### config.mk
export PLATFORM = sky130hd
export DESIGN_NAME = exec_writeback_stage
export DESIGN_NICKNAME = d
export VERILOG_FILES = /design/src/rtl/exec_writeback_stage.sv
export SDC_FILE = /design/constraint.sdc
export NUM_CORES = 1
export LEC_CHECK = 0
export CAP_MARGIN = 20
export CORE_MARGIN = 1
export CORE_UTILIZATION = 50
export CTS_CLUSTER_DIAMETER = 50
export DETAILED_ROUTE_END_ITERATION = 8
export HOLD_SLACK_MARGIN = 0.03
export PLACE_DENSITY = 0.7
export REMOVE_ABC_BUFFERS = 1
export SETUP_SLACK_MARGIN = 0.05
export SYNTH_ARGS = -nofsm -noshare
export SYNTH_HDL_FRONTEND = slang
export SYNTH_SLANG_ARGS = --single-unit
### constraint.sdc
create_clock -name clk -period 5 [get_ports clk]
set_clock_uncertainty 0.1 [all_clocks]
set_input_delay 0.75 -clock clk [delete_from_list [all_inputs] [get_ports clk]]
set_output_delay 0.75 -clock clk [all_outputs]
set_load 0.03 [all_outputs]
### src/rtl/exec_writeback_stage.sv
// Execute/writeback stage: commits ALU results into the register file, CPSR,
// data memory and PC. Loads take one extra cycle (LOAD state, stall high).
// Handshake: an instruction is accepted on a rising edge where in_valid=1 and
// stall=0; while stall=1 upstream holds its inputs and in_valid is ignored.
module exec_writeback_stage #(
  parameter int RF_DEPTH   = 8,
  parameter int DMEM_DEPTH = 16
) (
  input  logic       clk,
  input  logic       reset,
  input  logic       in_valid,
  input  logic [3:0] control,
  input  logic       cond_satisfy,
  input  logic [7:0] alu_out,
  input  logic [3:0] conditions_flags,
  input  logic       cpsr_write,
  input  logic [2:0] rd,
  input  logic [7:0] store_data,
  input  logic [2:0] rs1,
  input  logic [2:0] rs2,
  output logic [7:0] rdata1,
  output logic [7:0] rdata2,
  output logic [3:0] inst_conds,
  output logic [7:0] pc,
  output logic       stall,
  output logic       dbg_state
);

  localparam logic [3:0] OP_AND = 4'b0000;
  localparam logic [3:0] OP_XOR = 4'b0001;
  localparam logic [3:0] OP_SUB = 4'b0010;
  localparam logic [3:0] OP_ADD = 4'b0011;
  localparam logic [3:0] OP_MOV = 4'b0110;
  localparam logic [3:0] OP_B   = 4'b0111;
  localparam logic [3:0] OP_LDR = 4'b1000;
  localparam logic [3:0] OP_STR = 4'b1001;
  localparam logic [3:0] OP_BEQ = 4'b1010;
  localparam logic [3:0] OP_BNE = 4'b1011;

  typedef enum logic {S_IDLE = 1'b0, S_LOAD = 1'b1} state_t;

  state_t      r_state;
  state_t      w_next_state;
  logic [7:0]  r_rf   [RF_DEPTH];
  logic [7:0]  r_dmem [DMEM_DEPTH];
  logic [7:0]  r_pc;
  logic [3:0]  r_cpsr;
  logic [3:0]  r_ld_addr;
  logic [2:0]  r_ld_rd;

  logic        w_accept;
  logic        w_commit;
  logic        w_rf_op;
  logic        w_branch;
  logic        w_is_str;
  logic        w_is_ldr;
  logic        w_load_wr;
  logic        w_wr_en;
  logic [2:0]  w_wr_addr;
  logic [7:0]  w_wr_data;

  // Opcode decode into the few action classes the stage cares about
  always_comb begin
    w_rf_op  = 1'b0;
    w_branch = 1'b0;
    w_is_str = 1'b0;
    w_is_ldr = 1'b0;
    case (control)
      OP_AND, OP_XOR, OP_SUB, OP_ADD, OP_MOV: w_rf_op  = 1'b1;
      OP_B, OP_BEQ, OP_BNE:                   w_branch = 1'b1;
      OP_STR:                                 w_is_str = 1'b1;
      OP_LDR:                                 w_is_ldr = 1'b1;
      default: ;
    endcase
  end

  assign w_accept  = in_valid && (r_state == S_IDLE);
  assign w_commit  = w_accept && cond_satisfy;
  assign w_load_wr = (r_state == S_LOAD);

  // Single register-file write port shared by ALU results and load returns;
  // the two sources never coincide because LOAD blocks acceptance.
  assign w_wr_en   = !reset && (w_load_wr || (w_commit && w_rf_op));
  assign w_wr_addr = w_load_wr ? r_ld_rd : rd;
  assign w_wr_data = w_load_wr ? r_dmem[r_ld_addr] : alu_out;

  // Read ports with write-through bypass of the value being written this cycle
  always_comb begin
    rdata1 = r_rf[rs1];
    rdata2 = r_rf[rs2];
    if (w_wr_en && (w_wr_addr == rs1)) rdata1 = w_wr_data;
    if (w_wr_en && (w_wr_addr == rs2)) rdata2 = w_wr_data;
  end

  // Register file storage; reset clears every entry
  always_ff @(posedge clk) begin
    if (reset) begin
      for (int i = 0; i < RF_DEPTH; i++) r_rf[i] <= '0;
    end else if (w_wr_en) begin
      r_rf[w_wr_addr] <= w_wr_data;
    end
  end

  // Data memory: no reset, stores address with the low nibble only (wraps)
  always_ff @(posedge clk) begin
    if (!reset && w_commit && w_is_str) r_dmem[alu_out[3:0]] <= store_data;
  end

  // PC, CPSR and pending-load bookkeeping
  always_ff @(posedge clk) begin
    if (reset) begin
      r_pc      <= 8'h00;
      r_cpsr    <= 4'h0;
      r_ld_addr <= 4'h0;
      r_ld_rd   <= 3'h0;
    end else if (w_accept) begin
      r_pc <= (w_commit && w_branch) ? alu_out : r_pc + 8'd4;
      if (w_commit && cpsr_write) r_cpsr <= conditions_flags;
      if (w_commit && w_is_ldr) begin
        r_ld_addr <= alu_out[3:0];
        r_ld_rd   <= rd;
      end
    end
  end

  // FSM state register
  always_ff @(posedge clk) begin
    if (reset) r_state <= S_IDLE;
    else       r_state <= w_next_state;
  end

  // FSM next state and stall output
  always_comb begin
    w_next_state = r_state;
    stall        = 1'b0;
    case (r_state)
      S_IDLE: if (w_commit && w_is_ldr) w_next_state = S_LOAD;
      S_LOAD: begin
        stall        = 1'b1;
        w_next_state = S_IDLE;
      end
      default: w_next_state = S_IDLE;
    endcase
  end

  assign inst_conds = r_cpsr;
  assign pc         = r_pc;
  assign dbg_state  = r_state;

endmodule

# Word-level counts from Yosys, hierarchy flattened
# Memory sizes are Yosys's and may differ from the RTL's. A register that Yosys moved wholly into a read port is not among the register bits.
# Cells that the tools add are included.
word_totals:
  regBits: 20
  ramBits: 192
  memories: 2
  out_inout_bits: 30
mem_list:
  columns: ["name", "depth", "width", "read_ports", "rd_ports_with_merged_regs", "wr", "line_no", "source"]
  rows:
  - ["r_dmem", 16, 8, 1, 1, 1, "45", "logic [7:0] r_dmem [DMEM_DEPTH];"]
  - ["r_rf", 8, 8, 2, 0, 8, "44", "logic [7:0] r_rf [RF_DEPTH];"]
classes:
  bitwise_logic: 1
  add_sub_neg: 1
  muxes: 24
  eq_ne: 11
  reduce_logical: 19
op_table:
  columns: ["op", "n"]
  rows:
  - ["8-bit two-way mux", 5]
  - ["4-bit == test (second input constant)", 4]
  - ["1-bit two-way mux", 14]
  - ["1-bit logical AND", 11]
  - ["8-bit by 3-bit adder with 8-bit output (second input constant)", 1]
  - ["4-bit by 2-bit == test with 1-bit output (second input constant)", 2]
  - ["4-bit by 3-bit == test with 1-bit output (second input constant)", 2]
  - ["4-bit two-way mux", 2]
  - ["8-bit OR reduction", 1]
  - ["3-bit == test", 2]
  - ["3-bit two-way mux", 2]
  - ["5-bit OR reduction", 1]
  - ["4-bit by 1-bit == test with 1-bit output (second input constant)", 1]
  - ["4-bit zero test", 1]
  - ["2-bit AND reduction", 2]
  - ["3-bit OR reduction", 1]
  - ["1-bit one-hot mux with 2 select lines", 1]
  - ["1-bit zero test", 1]
  - ["1-bit logical OR", 1]
  - ["1-bit inverter", 1]

# Logic depth before layout (Yosys ltp)
logic_depth:
  word_depth: 11
  ltp_mapped: 8

# Worst setup path after synthesis
# No wires, ideal clock.
synth_timing:
  path_kind: "input -> output"
  startpoint: "input control[0]"
  endpoint: "output rdata1[0]"
  arrival_time_ps: 2240
  stages: 5
  path_slack_ps: 1910
  path_buffers: 0
  cell_sequence: "nand2b_1 a211o_1 a21oi_2 nand4_2 mux2i_1"
synth_via:
  elab_chain_cells: 8
  elab_cells_between_ends: 12
synth_rtl:
  columns: ["item", "line_no", "source"]
  rows:
  - ["start: declaration", "12", "input logic [3:0] control,"]
  - ["4-bit by 1-bit == test with 1-bit output (tied with other cells)", "68", "case (control)"]
  - ["5-bit OR reduction *", "68", null]
  - ["1-bit two-way mux *", "68", null]
  - ["1-bit logical AND *", "83", "assign w_wr_en = !reset && (w_load_wr || (w_commit && w_rf_op));"]
  - ["1-bit logical OR *", "83", null]
  - ["1-bit logical AND *", "83", null]
  - ["1-bit logical AND *", "91", "if (w_wr_en && (w_wr_addr == rs1)) rdata1 = w_wr_data;"]
  - ["8-bit two-way mux *", "91", null]
  - ["end: declaration", "21", "output logic [7:0] rdata1,"]
# Every way passes the cells marked *; elsewhere a longest branch is shown, timed or not.

# Final worst setup path
layout_timing:
  startpoint: "register r_state, in the netlist dbg_state"
  endpoint: "output rdata1[4]"
layout_via:
  elab_chain_cells: 8
  elab_cells_between_ends: 11
layout_rtl:
  columns: ["item", "line_no", "source"]
  rows:
  - ["start: declaration", "42", "state_t r_state;"]
  - ["start signal: assignment", "129", "else r_state <= w_next_state;"]
  - ["1-bit inverter", null, null]
  - ["1-bit logical AND", "77", "assign w_accept = in_valid && (r_state == S_IDLE);"]
  - ["1-bit logical AND", "78", "assign w_commit = w_accept && cond_satisfy;"]
  - ["1-bit logical AND", "83", null]
  - ["1-bit logical OR", "83", null]
  - ["1-bit logical AND", "83", null]
  - ["1-bit logical AND", "91", null]
  - ["8-bit two-way mux *", "91", null]
# Marks and branches as above.

==> flow_summary.json <==
{
  "dieArea_um2": 20200,
  "place.gp.congestion": 0.832,
  "rsz0062_at_grt": "no",
  "holdCritPathClass": "flip-flop to flip-flop",
  "start_kind": "flip-flop",
  "viasPerCell": 5.74,
  "cts_hold_buf": 0,
  "grt_max_degree": 65,
  "nets": 759,
  "overflow": 0,
  "portBuffers": 67,
  "crit_path_max_fanout": 14,
  "drv_slew": 0,
  "timing.max_cap.violations": 0,
  "worst_r2r_endpoint": "r_dmem[3][1]$_DFFE_PP_",
  "worstPathCellList": "buf_4, nand2b_1, and2_1, xor2_1, nand4_2, mux2i_1, clkdlybuf4s50_1",
  "seq_area_um2": 6250,
  "setup_violations": 0,
  "cts_root_buffer": "clkbuf_16",
  "drive_gt1_share_pct": 19.3,
  "worstMarginPinSlew_ps": 916,
  "clk_path_buf_depth": 3,
  "ant_nets": 0,
  "seq_area_frac_synth_pct": 63.5,
  "slowest_stage": "clkdlybuf4s50_1",
  "holdPathEnd": "pc[0]$_SDFFE_PP0P_",
  "utilization_pct": 60.2,
  "tritoncts": "yes",
  "gr-usage-all-layers_pct": 21.8,
  "dieHeight_um": 142,
  "ir_drop_uv": 326,
  "r2r_cells": 7,
  "antenna_found_initial": 0,
  "r2r_slack_ps": 1800,
  "cts-resized-gates": 0,
  "io_pins": 68,
  "r2r_start": "dbg_state$_SDFF_PP0_",
  "p_sw_mw": 0.858,
  "grt_pass1_vias": 5805,
  "cts_setup_buffers": 0,
  "start_util_pct": 51.7,
  "fmax_mhz": 237,
  "post-dp-hpwl_mm": 14.8,
  "h-tree-depth": 1,
  "syn_avg_cell_area_um2": 15.3,
  "status": "completed",
  "endpoint_kind": "output pin",
  "critPathBufInv": 2,
  "p_seq_share_pct": 51.6,
  "synth_cell_types": 46,
  "ys.flop_type": "edfxtp_1",
  "path_clk_slew_ps": 60,
  "sw_frac_of_total_pct": 22.1,
  "hold_start": "pc[0]$_SDFFE_PP0P_",
  "syn-instance-count": 642,
  "fin_tns_setup_ps": 0,
  "p_per_area_nw_per_um2": 339,
  "critPathTopFamily": "buffers and inverters",
  "ys_seq_elements": 216,
  "fp.dieW_um": 142,
  "grt_pass1_wl_mm": 33.3,
  "wl_per_cell_um": 21.1,
  "multi_input_area_um2": 3340,
  "clkSinkCount": 216,
  "slew_headroom_pct": 38.8,
  "fp-row-count": 50,
  "p_clk_share_pct": 41.0,
  "vias": 5723,
  "synth-edff-count": 192,
  "netlist_area_um2": 9840,
  "cp.arrival_ps": 3380,
  "async_flop_share_pct": 0,
  "drt_first_pass_iters": 4,
  "synthesis.yosys.warnings": 0,
  "drc": 0,
  "worstSetupPathType": "flip-flop to output pin",
  "num_antenna_cells": 0,
  "syn_to_final_growth_pct": 16.5,
  "period_needed_ps": 4230,
  "fin_crit_sh_pct": 84.5,
  "cp.required_ps": 4150,
  "crit_path_max_incr_delay_ps": 690,
  "clk_latency_ps": 520,
  "drt-total-wl_mm": 21.1,
  "p_int_mw": 3.02,
  "hold_violations": 0,
  "p_leak_nw": 3.90,
  "hold-path-cell-count": 2,
  "combPwrFrac_pct": 7.4,
  "core_area_um2": 19000,
  "nFillCells": 1430,
  "cts_buffers": 23,
  "drtIter0Drc": 367
}
through the flow:
step | cell area, µm² | total power [mW] | hold slack [ps] | setup slack [ps] | cells
2_1_floorplan | 9590 | 2.18 | 363 | 705 | 610
3_3_place_gp | 10700 | 2.32 | 377 | 862 | 955
3_5_place_dp | 10700 | 2.33 | 397 | 766 | 955
4_1_cts | 11500 | 3.90 | 412 | 695 | 997
5_1_grt | 11500 | 4.00 | 446 | 526 | 997
6_report | 11500 | 3.88 | 413 | 774 | 997
how the worst max path moves through the flow:
| stage | cells after the start | startpoint | to | slack (ps) |
|---|---|---|---|---|
| 5_1_grt | 7 | dbg_state$_SDFF_PP0_ | rdata1[6] | 530 |
| 3_5_place_dp | 7 | control[0] | rdata1[0] | 770 |
| 4_1_cts | 7 | dbg_state$_SDFF_PP0_ | rdata1[0] | 690 |
| 6_report | 7 | dbg_state$_SDFF_PP0_ | rdata1[4] | 770 |
| 2_1_floorplan | 5 | flip-flop | rdata1[4] | 700 |
| 3_3_place_gp | 7 | control[0] | rdata1[3] | 860 |
power by group through the flow:
stage,logic [mW],registers [mW],clock network [mW]
after floorplan,0.139,2.04,0
after global placement,0.281,2.04,0
after detailed placement,0.289,2.04,0
after CTS,0.290,2.00,1.61
after global routing,0.307,2.00,1.69
final,0.287,2.00,1.59
metal layers:
layer | share of wire, % | up-vias | track usage [%]
li1 | - | 2667 | -
met1 | 42 | 2856 | 28.5
met2 | 52 | 176 | 38.1
met3 | 4.9 | 24 | 3.94
met4 | 1.6 | 0 | 4.64
met5 | 0 | - | 0
logic make-up (layout without fill, tap and decap cells):
logic type	Yosys count	after routing	share of synthesized area, %
fa+ha+maj	1	1	0.127
mux	146	146	19.4
xor+xnor	6	6	0.534
flops	216	216	63.5
simple gates	169	169	7.93
compound gates	69	69	5.97
buf+inv	35	130	2.57
synth_stat cells, types with 2 or more instances:
cell type	count	area, µm²
mux2i_1	79	791
nand2_1	18	67.6
buf_6	3	33.8
nand3b_1	4	30.0
buf_12	3	60.1
a22o_1	8	70.1
a31oi_1	2	12.5
nand4_2	2	25.0
nor3b_1	2	15.0
a21oi_1	5	25.0
o22ai_1	17	106
edfxtp_1	192	5770
clkbuf_1	8	30.0
dfxtp_1	24	480
clkbuf_2	3	15.0
nor3_1	6	30.0
a221oi_2	8	120
a22oi_1	3	22.5
inv_1	3	11.3
nand3_1	6	30.0
o221ai_2	8	120
buf_4	8	60.1
nor2_1	101	379
buf_2	4	20.0
xor2_1	6	52.6
mux4_2	32	721
nand2b_1	16	100
or3_1	3	18.8
o21ai_1	5	25.0
mux2_2	35	394
o21ai_0	8	40.0
buf_1	2	7.51
nor2b_1	5	31.3
sequential cells by signal (all words and copies together) (netlist names), named ones only:
signal and cells:
r_rf 64, r_ld_rd 3, r_ld_addr 4, r_dmem 128, pc 8, dbg_state 1
inst_conds 4
cell usage in the layout, fill, tap and decap left out, types with 16 or more instances in the layout:
cell type / n
buf_4: 17
clkbuf_16: 23
clkdlybuf4s50_1: 67
dfxtp_1: 23
edfxtp_1: 192
mux2_2: 35
mux2i_1: 79
mux4_2: 32
nand2_1: 18
nand2b_1: 16
nor2_1: 101
o22ai_1: 17
worst register-to-register path, stage by stage (launching register included):
cell,delay [ps]
dfxtp_1,460
buf_4,280
nand3b_1,280
nor4_1,530
buf_4,230
nor2b_1,170
nand2b_1,130
nor2_1,650
cell type report:
type	instances	area share [%]
multi-input combinational	391	29.1
sequential	216	54.5
timing repair buffer	85	7.14
clock inverter	15	1.09
clock buffer	27	5.16
tap	260	2.84
inverter	3	0.0983
No activity file was read; power rests on OpenSTA's default activity.
